[config.mk]
export PLATFORM = sky130hd
export DESIGN_NAME = block_grid
export DESIGN_NICKNAME = d
export VERILOG_FILES = /design/src/rtl/block_pkg.sv /design/src/rtl/block_grid.sv
export SDC_FILE = /design/constraint.sdc
export NUM_CORES = 1
export LEC_CHECK = 0
export BUFFER_PORTS_ARGS = -buffer_cell sky130_fd_sc_hd__buf_2
export CORE_MARGIN = 2
export CORE_UTILIZATION = 55
export CTS_BUF_LIST = sky130_fd_sc_hd__clkbuf_4
export DETAILED_ROUTE_END_ITERATION = 16
export PLACE_DENSITY = 0.82
export SKIP_LAST_GASP = 1
export SLEW_MARGIN = 20
export SYNTH_ARGS = -nofsm -noshare
export SYNTH_HDL_FRONTEND = slang
export SYNTH_SLANG_ARGS = --single-unit
export TNS_END_PERCENT = 30
[constraint.sdc]
create_clock -name clk -period 5.6 [get_ports clk]
set_clock_uncertainty 0.1 [all_clocks]
set_input_delay 1.4 -clock clk [delete_from_list [all_inputs] [get_ports clk]]
set_output_delay 1.4 -clock clk [all_outputs]
set_load 0.01 [all_outputs]
[src/rtl/block_pkg.sv]
// Shared constants and elaboration-time helpers for the block grid.
package block_pkg;

  localparam int BLOCK_COLS = 13;
  localparam int BLOCK_ROWS = 16;
  localparam int POP_MAX    = 4096;

  // Even rows carry 8 blocks and odd rows carry 5, so the default level has 104 blocks.
  localparam logic [12:0] ROW_EVEN = 13'b0101010101111;
  localparam logic [12:0] ROW_ODD  = 13'b1010101000001;

  localparam logic [BLOCK_ROWS*BLOCK_COLS-1:0] BLOCK_INIT_DEFAULT = {8{ROW_ODD, ROW_EVEN}};

  function automatic int clog2(input int value);
    int r = 0;
    int v = value - 1;
    while (v > 0) begin
      r++;
      v = v >> 1;
    end
    return (r < 1) ? 1 : r;
  endfunction

  function automatic int popcount(input logic [POP_MAX-1:0] v);
    int n = 0;
    for (int i = 0; i < POP_MAX; i++) n += int'(v[i]);
    return n;
  endfunction

endpackage

[src/rtl/block_grid.sv]
// Breakout-style block field: row-pointer scan out, single-cycle hit/clear with
// registered response, live block count and level reload.
module block_grid
  import block_pkg::*;
#(
  parameter int COLS = BLOCK_COLS,
  parameter int ROWS = BLOCK_ROWS,
  parameter logic [ROWS*COLS-1:0] INIT = BLOCK_INIT_DEFAULT
) (
  input  logic                              clk,
  input  logic                              nRst,
  input  logic                              line_start,
  input  logic                              next_line,
  output logic [COLS-1:0]                   line,
  output logic [clog2(ROWS)-1:0]            row_idx,
  input  logic                              hit_valid,
  input  logic [clog2(ROWS)-1:0]            hit_row,
  input  logic [clog2(COLS)-1:0]            hit_col,
  output logic                              hit_done,
  output logic                              hit_was_set,
  input  logic                              reload,
  output logic [clog2(ROWS*COLS+1)-1:0]     remaining,
  output logic                              cleared
);

  localparam int RW         = clog2(ROWS);
  localparam int CW         = clog2(ROWS * COLS + 1);
  localparam int INIT_COUNT = popcount(POP_MAX'(INIT));

  logic [COLS-1:0] grid [ROWS];
  logic [RW-1:0]   row_ptr;
  logic            coord_ok;
  logic            hit_ok;

  // A hit only counts when it lands on a live block and no reload overrides it.
  always_comb begin
    coord_ok = (int'(hit_row) < ROWS) && (int'(hit_col) < COLS);
    hit_ok   = 1'b0;
    if (hit_valid && coord_ok && !reload) hit_ok = grid[hit_row][hit_col];
  end

  always_ff @(posedge clk or negedge nRst) begin
    if (!nRst) begin
      for (int r = 0; r < ROWS; r++) grid[r] <= INIT[r*COLS +: COLS];
      row_ptr     <= '0;
      remaining   <= CW'(INIT_COUNT);
      hit_done    <= 1'b0;
      hit_was_set <= 1'b0;
    end else begin
      hit_done    <= hit_valid;
      hit_was_set <= hit_ok;
      if (reload) begin
        for (int r = 0; r < ROWS; r++) grid[r] <= INIT[r*COLS +: COLS];
        row_ptr   <= '0;
        remaining <= CW'(INIT_COUNT);
      end else begin
        if (hit_ok) begin
          grid[hit_row][hit_col] <= 1'b0;
          if (remaining != '0) remaining <= remaining - 1'b1;
        end
        if (line_start) begin
          row_ptr <= '0;
        end else if (next_line) begin
          row_ptr <= (row_ptr == RW'(ROWS - 1)) ? '0 : row_ptr + 1'b1;
        end
      end
    end
  end

  assign line    = grid[row_ptr];
  assign row_idx = row_ptr;
  assign cleared = (remaining == '0);

endmodule

# After elaboration in Yosys (flattened, before gate mapping)

Cells that the tools add are included.

Register bits after elaboration: 222
Logic and storage cells: 66

Add/sub/neg operators: 2
$lt $le $gt $ge: 6
Equal/unequal tests: 1
Mux-type cells: 22
Bitwise gates (word level): 4
Reduce and logical (&&, ||, !) cells: 11

Operator list:

| operator              | count |
|---|---|
| $mux W208             | 2 |
| $and A208 B208 Y208   | 1 |
| $not A208 Y208        | 1 |
| $bmux W13 S4          | 2 |
| $mux W13              | 5 |
| $demux W13 S4         | 1 |
| $mux W8               | 3 |
| $mux W4               | 4 |
| $ge A5 B5 Y1 const B  | 2 |
| $not A4 Y5            | 2 |
| $logic_not A8 Y1      | 1 |
| $reduce_bool A8 Y1    | 1 |
| $sub A8 B1 Y8 const B | 1 |
| $lt A4 B5 Y1 const B  | 1 |
| $lt A5 B1 Y1 const B  | 1 |
| $add A4 B1 Y4 const B | 1 |
| $bmux W1 S4           | 1 |
| $demux W1 S4          | 1 |
| $eq A4 B4 Y1 const B  | 1 |
| $ge A4 B1 Y1 const B  | 1 |
| $logic_and A1 B1 Y1   | 4 |
| $lt A4 B4 Y1 const B  | 1 |
| $reduce_bool A2 Y1    | 2 |
| $mux W1               | 3 |
| 3 further kinds       | 3 |

# Longest topological paths before layout

Gate-level depths: netlist (run 1).

Depth in word-level cells: 10
Depth in mapped cells: 14

# Worst setup path before layout (run 1)

OpenSTA, ideal clock, no wires.

Path kind: input port to flip-flop
Start point: input port hit_row[0]
End point: register grid[199] (netlist bit)
Library setup time: 96 ps
Arrival: 3826 ps
Required time: 5404 ps
Slack: 1578 ps
Cell stages on the path: 12
Cells stage by stage: buf_4 > buf_6 > buf_6 > mux4_2 > mux4_2 > nand2_1 > and4_1 > a21oi_2 > buf_4 > buf_6 > buf_6 > a311oi_2

Cells in the longest elaborated chain, start to end: 9

Ends and longest elaborated chain:

| item                                                                 | line                               | text |
|---|---|---|
| from (decl)                                                          | block_grid.sv:17                   | `input logic [clog2(ROWS)-1:0] hit_row,` |
| $not A4 Y5 (implied by the code) *                                   | block_grid.sv:39, block_grid.sv:58 |  |
| parallel branches: the longest is 8 deep, another holds $bmux W13 S4 | --                                 |  |
| to (signal, indexed assignment)                                      | block_grid.sv:58                   | `grid[hit_row][hit_col] <= 1'b0;` |
| to (decl)                                                            | block_grid.sv:30                   | `logic [COLS-1:0] grid [ROWS];` |

Mark *: on every way between the ends. The select of a mux whose other input is x is not followed.
A chain may end at the register's enable or synchronous reset.

# Worst setup path after layout (run 1)

Start point: register row_ptr[0], in the netlist row_idx[0]
End point: output port line[2]

Cells in the longest elaborated chain, start to end: 4

Ends and longest elaborated chain:

| item                                        | line             | text |
|---|---|---|
| from (decl)                                 | block_grid.sv:31 | `logic [RW-1:0] row_ptr;` |
| from (signal assigned)                      | block_grid.sv:64 | `row_ptr <= (row_ptr == RW'(ROWS - 1)) ? '0 : row_ptr + 1'b1;` |
| $not A4 Y5 (implied by the code)            | block_grid.sv:70 | `assign line = grid[row_ptr];` |
| $bmux W13 S4                                | block_grid.sv:70 |  |
| $mux W13 (implied by the code) (2 in a row) | block_grid.sv:70 |  |
| to (decl)                                   | block_grid.sv:14 | `output logic [COLS-1:0] line,` |

No other way between the ends. The select of a mux whose other input is x is not followed.

==> results of run 1 <==
[layer usage]
layer | up-vias | global-route usage, %
met4 | 0 | 18.9
li1 | 4092 | -
met5 | - | 0
met1 | 4969 | 40.1
met2 | 695 | 45.5
met3 | 167 | 9.64
[critical path, stage by stage (launching register included)]
cell and delay (ns):
dfrtp_4 0.93, buf_4 0.35, mux4_2 0.53, mux4_2 0.52, buf_2 0.16
[power by group through the flow]
stage               logic [mW]  clock network, mW  registers [mW]
floorplan                0.234                  0            1.66
global placement         0.356                  0            1.66
detailed placement       0.361                  0            1.66
CTS                      0.362               1.49            1.64
global route             0.391               1.58            1.64
finish                   0.370               1.47            1.64
[final cells by class]
cell class              instances  area share, %
diodes                          2         0.0367
flip-flops and latches        222           41.7
clock inverters                19          0.752
inverters                      17          0.468
clock buffers                  91           5.01
well taps                     280           2.57
multi-input cells             683           45.1
repair buffers                 90           4.40
[state kept, by name, summed over array words and instances, names as in the netlist]
name,flops
hit_was_set,1
remaining,8
row_idx,4
hit_done,1
grid,208
[path summary, 6_finish.rpt]
kind / endpoint / slack, ns / cells after the start
setup / recovery: line[2] / 0.88 / 4
hold / removal: grid[194]$_DFFE_PN1P_ / 0.39 / 2
setup reg to reg: grid[77]$_DFFE_PN0P_ / 2.18 / 9
hold reg to reg: grid[194]$_DFFE_PN1P_ / 0.39 / 2
max in group asynchronous: grid[33]$_DFFE_PN0P_ / 3.49 / 2
min in group asynchronous: grid[179]$_DFFE_PN0P_ / 0.72 / 1
[layout by cell type, fill, tap and decap left out, types with 12 or more instances in the layout]
| cell | n |
|---|---|
| a21o_1 | 71 |
| mux2i_1 | 16 |
| dfstp_2 | 107 |
| a31oi_1 | 34 |
| buf_2 | 38 |
| inv_1 | 15 |
| dfrtp_1 | 113 |
| nand3_1 | 49 |
| nand2_1 | 77 |
| clkbuf_4 | 91 |
| clkinv_1 | 13 |
| nor2_1 | 57 |
| and3_1 | 29 |
| mux4_2 | 117 |
| buf_4 | 50 |
| a21oi_1 | 59 |
| nand4_1 | 52 |
| nor3_1 | 12 |
[synth_stat cells (all sizes together), types with 35 or more instances]
cell	count	share of area [%]
a21o	71	4.3
dfrtp	115	23
nand2	77	2.3
dfstp	107	23
nor2	60	1.8
nand4	54	2.8
clkbuf	78	2.4
buf	39	2.0
a31oi	35	1.8
a21oi	60	2.5
nand3	49	2.0
mux4	117	21
[per-stage QoR]
stage          util, %  setup slack (ns)  std cells  hold WS (ns)
2_1_floorplan        -              1.58       1039         0.370
3_3_place_gp      58.6             0.634       1292         0.382
3_5_place_dp      58.6             0.521       1292         0.384
4_1_cts           62.1             0.824       1402         0.393
5_1_grt           62.2             0.707       1404         0.407
6_report          62.2             0.883       1404         0.394
[logic make-up (layout without fill, tap and decap cells)]
family | Yosys count | after routing | share of synthesized area, %
AO/OA/AOI/OAI | 221 | 221 | 12.7
flip-flops | 222 | 222 | 46.0
adder cells (fa/ha/maj) | 3 | 3 | 0.303
multiplexers | 140 | 140 | 23.2
XOR/XNOR | 1 | 1 | 0.0708
other | 0 | 2 | 0
buffers and inverters | 134 | 217 | 4.88
AND/OR/NAND/NOR | 318 | 318 | 12.8
==> run metrics, run 1 <==
Yosys reg bits=222; nets=1,090; power consumption=3.47 mW; drt first-iter violations=~1.4k; postcts setup bufs=0; worst slew pin tran=1.24 ns; DPL Wire Length=22,300 µm; P_leak=5.35 nW; share of post-route cells with drive strength above 1=39.9%; DR vias/cell=a little over 7; Initial Utilization=56.4%; # rows=between 50 and 60; pin count of the biggest net entering global routing=128; number of fill cells=approximately 1.7k; Distinct cells, synth=54; Comb pwr share=10.7%; final setup violation count=0; Mapped Area=between 10,000 and 15,000 µm²; post-DR wirelength/cell=approximately 25 µm; DP Area=12,900 µm²; final instance area=13,600 µm²; Die X=154 µm; EDFF count, synth=0; TritonRoute pass-1 iters=6; clock latency at the later pin of the worst-skew pair=approximately 0.70 ns; register area share after synthesis=46.0%; net switching power=0.944 mW; peak supply drop=~0.14 mV; total global-route track usage=between 30 and 40%; CTS max path bufs=3; final slew viol count=0; Final GP Congestion=~0.92; cts repair resizes=0; synthesized net count=1,056; Critical Path AT=approximately 3.2 ns; Crit Path Category=reg2out; die area=23,700 µm²; RSZ-0062 raised after global routing=false; Clock Pin Slew Worst Setup and Hold Paths=0.07 ns; grt total ovfl=0; vias in the first global route=10.1k; DRC Markers=0; met2 wire len=16,100 µm; Fin Setup TNS=0 ns; multi-input combinational cell area=6150 µm²; worst reg2reg path startpoint=grid[206]$_DFFE_PN1P_; clk root buf=clkbuf_4; die height=~150 µm; P_int=2.53 mW; Final Critical Period=4.72 ns; port buffer count=between 40 and 50; DR WL met3=4600 µm; Num CTS Buffers=59; highest routed metal layer=met4; Startpoint Class=register; CTS tree=yes; H-tree depth=2; FF+latch area=between 5000 and 6000 µm²; Final Hold Violating Endpoints=0; TritonCTS sink count=222; Yosys warnings=0; critical path endpoint category=output pin; Req. time, crit path=4.10 ns; remaining antenna violation count=0; Area Overhead vs Synth=10.3%; M1 WL=about 13,000 µm; Max Fclk=0.212 GHz; Final period util=84.2%; Total Wirelength=35,600 µm; Hold Path Class=reg2reg; Vias=9,923; HP Start=grid[194]$_DFFE_PN1P_; outcome=complete, no violations; share of power burned in registers=47.1%; syn avg cell area=11.9 µm²; Slew headroom=17.4%; antenna violations before repair=2; clock share of power=42.3%; Core Region=about 22,000 µm²; worst-path fanout max=37; ys flop type=dfrtp_1; first-pass GRT wire length=between 50,000 and 60,000 µm; switching part of the total=27.2%; max-cap violation count=0; worst setup path start=row_idx[0]$_DFFE_PN0P_; cts hold-fix bufs=0; Synth Instances=1,039; Async SR Flop Fraction=100%; Pwr Density=255 nW/µm²; Top Ports=42
Note: power is estimated with default switching activity, not from simulation.
==> inputs of run 2 (changes only) <==
ABC_AREA = 1   (was not set)
PLACE_DENSITY = 0.85   (was 0.82)
clock period = 4.3 ns   (was 5.6 ns; I/O delays follow)
==> run 2 against run 1 <==
Effect of this change: clock power is 31% higher; combinational power increased by 57%; core utilization down 1.0 points; die area is 13% higher; largest power group unchanged; cell area increased by 13%; wire length up 29%; synthesized area up 13%; global-route usage grew 4.1 points; sequential share of layout area decreased by 4.7 points; via count increased by 49%; cell count up 81%; register-to-register slack got worse by 0.59 ns.
==> run metrics, run 2 <==
grt total ovfl=0 (unchanged); Final GP Congestion=0.932 (+1.5%); share of power burned in registers=45.8% (-1.3 points); worst-path fanout max=68 (+84%); post-DR wirelength/cell=18.0 µm (-29%); Pwr Density=302 nW/µm² (+18%); switching part of the total=29.4% (+2.2 points); Final period util=88.9%; Slew headroom=25.5% (+8.0 points); Hold Path Class=in2async; worst slew pin tran=1.11 ns (-0.123 ns); register area share after synthesis=40.7% (-5.3 points); Post-synth top cells=nand2_1, o21ai_0, inv_1; postcts setup bufs=0 (unchanged); Total Wirelength=45,900 µm (+29%); Yosys warnings=0 (unchanged); Area Overhead vs Synth=9.74%; worst path cell trace=clkinv_2 > buf_12 > a21oi_1 > o21ai_0 > o21ai_0 > o221ai_1 > nand2_1 > buf_2; remaining antenna violation count=0 (unchanged); commonest non-fill, non-tap cell in the layout=nand2_1; clock latency at the later pin of the worst-skew pair=0.73 ns (+0.03 ns); Yosys reg bits=222 (unchanged); DR vias/cell=5.81 (-18%); Core Region=25,100 µm² (+14%); most frequent cell after synthesis=nand2_1; first-pass GRT wire length=73,400 µm (+30%); share of post-route cells with drive strength above 1=14.9% (-25 points); TritonRoute pass-1 iters=6 (unchanged); Biggest register=grid; area leader, netlist=nand2_1; final setup violation count=0 (unchanged); Comb pwr share=12.6% (+1.9 points); Placed Cells=2,441 (+89%); nets=2,188 (+100%); Critical Path AT=2.65 ns (-0.57 ns); Vias=14.8k (+49%); cts hold-fix bufs=0 (unchanged); Die X=164 µm (+6.2%); Async SR Flop Fraction=100% (unchanged); drt first-iter violations=1,836 (+28%); number of fill cells=2,396 (+45%); Max Fclk=0.261 GHz; final instance area=15,400 µm² (+13%); met2 wire len=20,000 µm (+24%); vias in the first global route=14.1k (+39%); total global-route track usage=34.9% (+4.1 points); max-cap violation count=0 (unchanged); final slew viol count=0 (unchanged); # rows=58 (+7.4%); H-tree depth=2 (unchanged); P_int=3.27 mW (+29%); Largest register FFs=208 (unchanged); fin cells=2,546 (+81%); critical path endpoint category=output pin; TritonCTS sink count=222 (unchanged); highest routed metal layer=met4; Top Ports=42 (unchanged); EDFF count, synth=0 (unchanged); die height=164 µm (+6.2%); Final Hold Violating Endpoints=0 (unchanged); cts repair resizes=0 (unchanged); antenna violations before repair=1 (-1); syn avg cell area=6.51 µm² (-45%); CTS max path bufs=3 (unchanged); Distinct cells, synth=31 (-43%); DRC Markers=0 (unchanged); Startpoint Class=register; worst setup margin=0.476 ns (-0.408 ns); DR WL met3=6030 µm (+31%); Fin Setup TNS=0 ns (unchanged); Synth Instances=2,151 (+110%); Final Critical Period=3.82 ns; peak supply drop=0.200 mV (+40%); ys flop type=dfrtp_1; M1 WL=17,000 µm (+33%); pin count of the biggest net entering global routing=143 (+12%); port buffer count=41 (unchanged); most frequent cells in the layout=nand2_1, o21ai_0, inv_1, nor2_1, dfrtp_1; P_leak=7.73 nW (+45%); DP Area=14,600 µm² (+13%); Clock Pin Slew Worst Setup and Hold Paths=0.07 ns (about the same); outcome=complete, no violations; Num CTS Buffers=58 (-1.7%); Crit-path slowest cell=dfrtp_2; CTS tree=yes; CP peak stage delay=0.42 ns (-0.51 ns); net switching power=1.36 mW (+44%); leading cell types by total area after synthesis=nand2_1, dfrtp_1, dfstp_2; RSZ-0062 raised after global routing=false; Yosys top cell area share=21.8% (-1.4 points); Place WS=0.591 ns (+0.0708 ns); die area=26,700 µm² (+13%); Mapped Area=14,000 µm² (+13%); clk root buf=clkbuf_4; Req. time, crit path=3.12 ns (-0.98 ns); Initial Utilization=55.7% (-0.63 points); synthesized net count=2,168 (+110%); Crit Path Category=reg2out; DPL Wire Length=27,800 µm (+25%); clock share of power=41.7% (-0.6 points); power consumption=4.63 mW (+33%); most used cell, CP=o21ai_0
==> run 2: changes by cell type after synthesis, moves of 24 or more <==
cell | before | now
nand2_1 | 77 | 813
o21bai_1 | 0 | 26
o21ai_0 | 4 | 328
and3_1 | 29 | 0
a21oi_1 | 59 | 83
nand4_1 | 52 | 0
a31oi_1 | 35 | 2
mux4_2 | 117 | 0
nor2_1 | 60 | 152
inv_1 | 16 | 237
o21ai_1 | 0 | 24
a21o_1 | 71 | 1
==> run 2: kinds of logic after synthesis <==
| kind of cell | after synthesis | synth area share (%) |
|---|---|---|
| AO/OA/AOI/OAI | 493 | 18.7 |
| adder cells (fa/ha/maj) | 3 | 0.268 |
| AND/OR/NAND/NOR | 1036 | 28.5 |
| buffers and inverters | 393 | 11.6 |
| XOR/XNOR | 4 | 0.250 |
| flip-flops | 222 | 40.7 |
==> run 2: through the flow <==
stage,hold slack (ns),utilization (%)
floorplan,0.354,-
CTS,0.339,61.1
detailed placement,0.366,58.1
finish,0.367,61.2
global placement,0.358,58.1
global route,0.353,61.2
==> run 2: final cells by class <==
class	count	area, µm²	share of cell area [%]
multi-input cells	1536	6690	43.6
flip-flops and latches	222	5690	37.1
inverters	240	905	5.89
repair buffers	113	896	5.83
clock buffers	91	683	4.45
well taps	330	413	2.69
clock inverters	12	71.3	0.464
diodes	2	5.00	0.0326
==> run 2: layer usage <==
metal  global-route usage, %  vias to the layer above
met5                       0                        -
met4                    21.7                        0
met3                    9.29                      233
met2                    53.5                      995
met1                    44.1                     6783
li1                        -                     6782
==> run 2: critical path: cells and delay by family, from the launching register on <==
kind                   cells  cell delay [ns]
AOI/OAI and AO/OA          4             0.54
buffers and inverters      3             0.74
DFF                        1             0.42
and+or+nand+nor            1             0.19
==> run 2: path summary, 6_finish.rpt <==
path | from | end | slack [ns] | cells after the start
setup / recovery | row_idx[0]$_DFFE_PN0P_ | line[0] | 0.48 | 8
setup reg to reg | grid[76]$_DFFE_PN1P_ | grid[182]$_DFFE_PN1P_ | 1.59 | 16
hold / removal | nRst | grid[105]$_DFFE_PN0P_ | 0.37 | 1
min in group clk | grid[70]$_DFFE_PN1P_ | grid[70]$_DFFE_PN1P_ | 0.38 | 2
max in group asynchronous | nRst | grid[190]$_DFFE_PN1P_ | 2.71 | 2
hold reg to reg | grid[70]$_DFFE_PN1P_ | grid[70]$_DFFE_PN1P_ | 0.38 | 2
==> run 2: power groups by stage <==
stage,registers (mW),clock network [mW],logic [mW]
after detailed placement,2.16,0,0.564
after CTS,2.12,1.95,0.565
after floorplan,2.16,0,0.337
final,2.12,1.93,0.582
after global routing,2.12,2.06,0.632
after global placement,2.15,0,0.556
==> inputs of run 3 (changes only) <==
GPL_ROUTABILITY_DRIVEN = 1   (was not set)
PLACE_DENSITY = not set   (was 0.85)
PLACE_DENSITY_LB_ADDON = 0.2   (was not set)
==> run 3 against run 2 <==
Effect of this change: highest routed layer unchanged; core utilization up 0.60 points; critical path type unchanged; clock power up 20%; cell count up 0.67%; critical endpoint is now line[8].
==> run metrics, run 3 (synthesis gave the netlist of run 2 again) <==
# rows=58 (unchanged); outcome=complete, no violations; drt first-iter violations=1,662 (-9.5%); Worst setup endpoint=line[8]; cts hold-fix bufs=0 (unchanged); pin count of the biggest net entering global routing=143 (unchanged); post-DR wirelength/cell=18.1 µm (+0.40%); grt total ovfl=0 (unchanged); remaining antenna violation count=0 (unchanged); cts repair resizes=0 (unchanged); final setup violation count=0 (unchanged); Die X=164 µm (unchanged); Fin Setup TNS=0 ns (unchanged); nets=2,195 (+0.32%); worst-path fanout max=34 (-50%); share of post-route cells with drive strength above 1=15.7% (+0.82 points); Crit Path Category=reg2out; power consumption=5.01 mW (+8.3%); worst reg2reg path startpoint=grid[201]$_DFFE_PN0P_; Startpoint Class=register; DRC Markers=0 (unchanged); Final period util=89.8% (+0.83 points); vias in the first global route=13.8k (-2.5%); Num CTS Buffers=66 (+14%); worst path cell trace=inv_2 > buf_12 > a21oi_1 > o21ai_0 > o21ai_0 > o221ai_1 > nand2_1 > buf_2; die area=26,700 µm² (unchanged); TritonCTS sink count=222 (unchanged); CTS max path bufs=3 (unchanged); clock latency at the later pin of the worst-skew pair=0.70 ns (-0.03 ns); Pwr Density=323 nW/µm² (+7.2%); port buffer count=41 (unchanged); TritonRoute pass-1 iters=6 (unchanged); P_leak=7.83 nW (+1.3%); Vias=14.4k (-2.4%); Core Region=25,100 µm² (unchanged); Top Ports=42 (unchanged); die height=164 µm (unchanged); first-pass GRT wire length=73,600 µm (+0.25%); Clock Pin Slew Worst Setup and Hold Paths=0.06 ns (about the same); postcts setup bufs=0 (unchanged); max-cap violation count=0 (unchanged); Largest register FFs=208 (unchanged); Hold Worst Slack=0.364 ns (-0.00291 ns); Initial Utilization=55.7% (unchanged); Biggest register=grid; antenna violations before repair=1 (unchanged); commonest non-fill, non-tap cell in the layout=nand2_1; peak supply drop=0.215 mV (+7.3%); number of fill cells=2,413 (+0.71%); Area Overhead vs Synth=10.8%; CTS tree=yes; DR vias/cell=5.63 (-3.0%); R2R depth=16 (unchanged); reg-to-reg endpoint=grid[98]$_DFFE_PN1P_; Slew headroom=41.2% (+16 points); Critical Path AT=2.69 ns (+0.04 ns); Req. time, crit path=3.12 ns (about the same); RSZ-0062 raised after global routing=false; total global-route track usage=35.5% (+0.58 points); clk root buf=clkbuf_4; CP peak stage delay=0.49 ns (+0.07 ns); worst slew pin tran=0.881 ns (-0.233 ns); most frequent cells in the layout=nand2_1, o21ai_0, inv_1, nor2_1, dfrtp_1; Final GP Congestion=0.911 (-2.3%); Max Fclk=0.259 GHz (-0.93%); Crit-path slowest cell=inv_2; H-tree depth=3 (+1); DPL Wire Length=27,200 µm (-2.0%); Hold Path Class=in2async; reg2reg setup slack=1.52 ns (-0.07 ns); critical path endpoint category=output pin; final slew viol count=0 (unchanged); worst setup path start=row_idx[1]$_DFFE_PN0P_; Total Wirelength=46,400 µm (+1.1%); most used cell, CP=o21ai_0; Final Critical Period=3.86 ns (+0.0359 ns); Final Hold Violating Endpoints=0 (unchanged)
[run 3: cell types whose count changed in the layout (fill, tap and decap cells not counted), sizes merged]
| cell | previous run | this run |
|---|---|---|
| diode | 2 | 1 |
| bufinv | 1 | 3 |
| clkbuf | 91 | 112 |
| clkinv | 10 | 7 |
| buf | 113 | 112 |
| inv | 241 | 240 |
[run 3: area by class of cell]
type	instances	area [µm²]	share of cell area, %
clock inverter	10	118	0.758
multi-input combinational	1536	6690	43.1
tap	330	413	2.66
sequential	222	5690	36.7
inverter	240	905	5.83
antenna	1	2.50	0.0161
timing repair buffer	112	851	5.49
clock buffer	112	841	5.42
[run 3: per-layer routing]
layer | vias to the layer above | wire (µm) | track usage [%]
met5 | - | 0 | 0
met1 | 6674 | 18300 | 46.7
li1 | 6836 | - | -
met2 | 772 | 21100 | 56.2
met3 | 158 | 4990 | 8.48
met4 | 0 | 2030 | 15.2
[run 3: worst max-delay path: cells and delay by family (launching register included)]
| family | cells | cell delay (ns) |
|---|---|---|
| compound gates | 4 | 0.49 |
| buf+inv | 3 | 0.96 |
| flops | 1 | 0.42 |
| simple gates | 1 | 0.12 |
[run 3: where the power goes]
group	internal, mW	total [mW]	switching, mW
registers	2.11	2.12	0.0113
logic	0.148	0.575	0.427
clock network	1.35	2.32	0.973
[run 3: stage by stage]
| step | worst slack [ns] | instances | cell area, µm² | util, % |
|---|---|---|---|---|
| 2_1_floorplan | 1.31 | 2151 | 14000 | - |
| 3_3_place_gp | 0.442 | 2440 | 14500 | 57.9 |
| 3_5_place_dp | 0.404 | 2440 | 14500 | 57.9 |
| 4_1_cts | 0.466 | 2562 | 15500 | 61.7 |
| 5_1_grt | 0.252 | 2563 | 15500 | 61.8 |
| 6_report | 0.440 | 2563 | 15500 | 61.8 |
[run 3: how the worst min path moves through the flow]
stage	startpoint	to	depth (start not counted)
2_1_floorplan	grid[117]$_DFFE_PN1P_	grid[117]$_DFFE_PN1P_	2
3_3_place_gp	grid[18]$_DFFE_PN1P_	grid[18]$_DFFE_PN1P_	2
3_5_place_dp	grid[68]$_DFFE_PN1P_	grid[68]$_DFFE_PN1P_	2
4_1_cts	nRst	grid[159]$_DFFE_PN0P_	1
5_1_grt	nRst	grid[159]$_DFFE_PN0P_	1
6_report	nRst	grid[135]$_DFFE_PN0P_	1
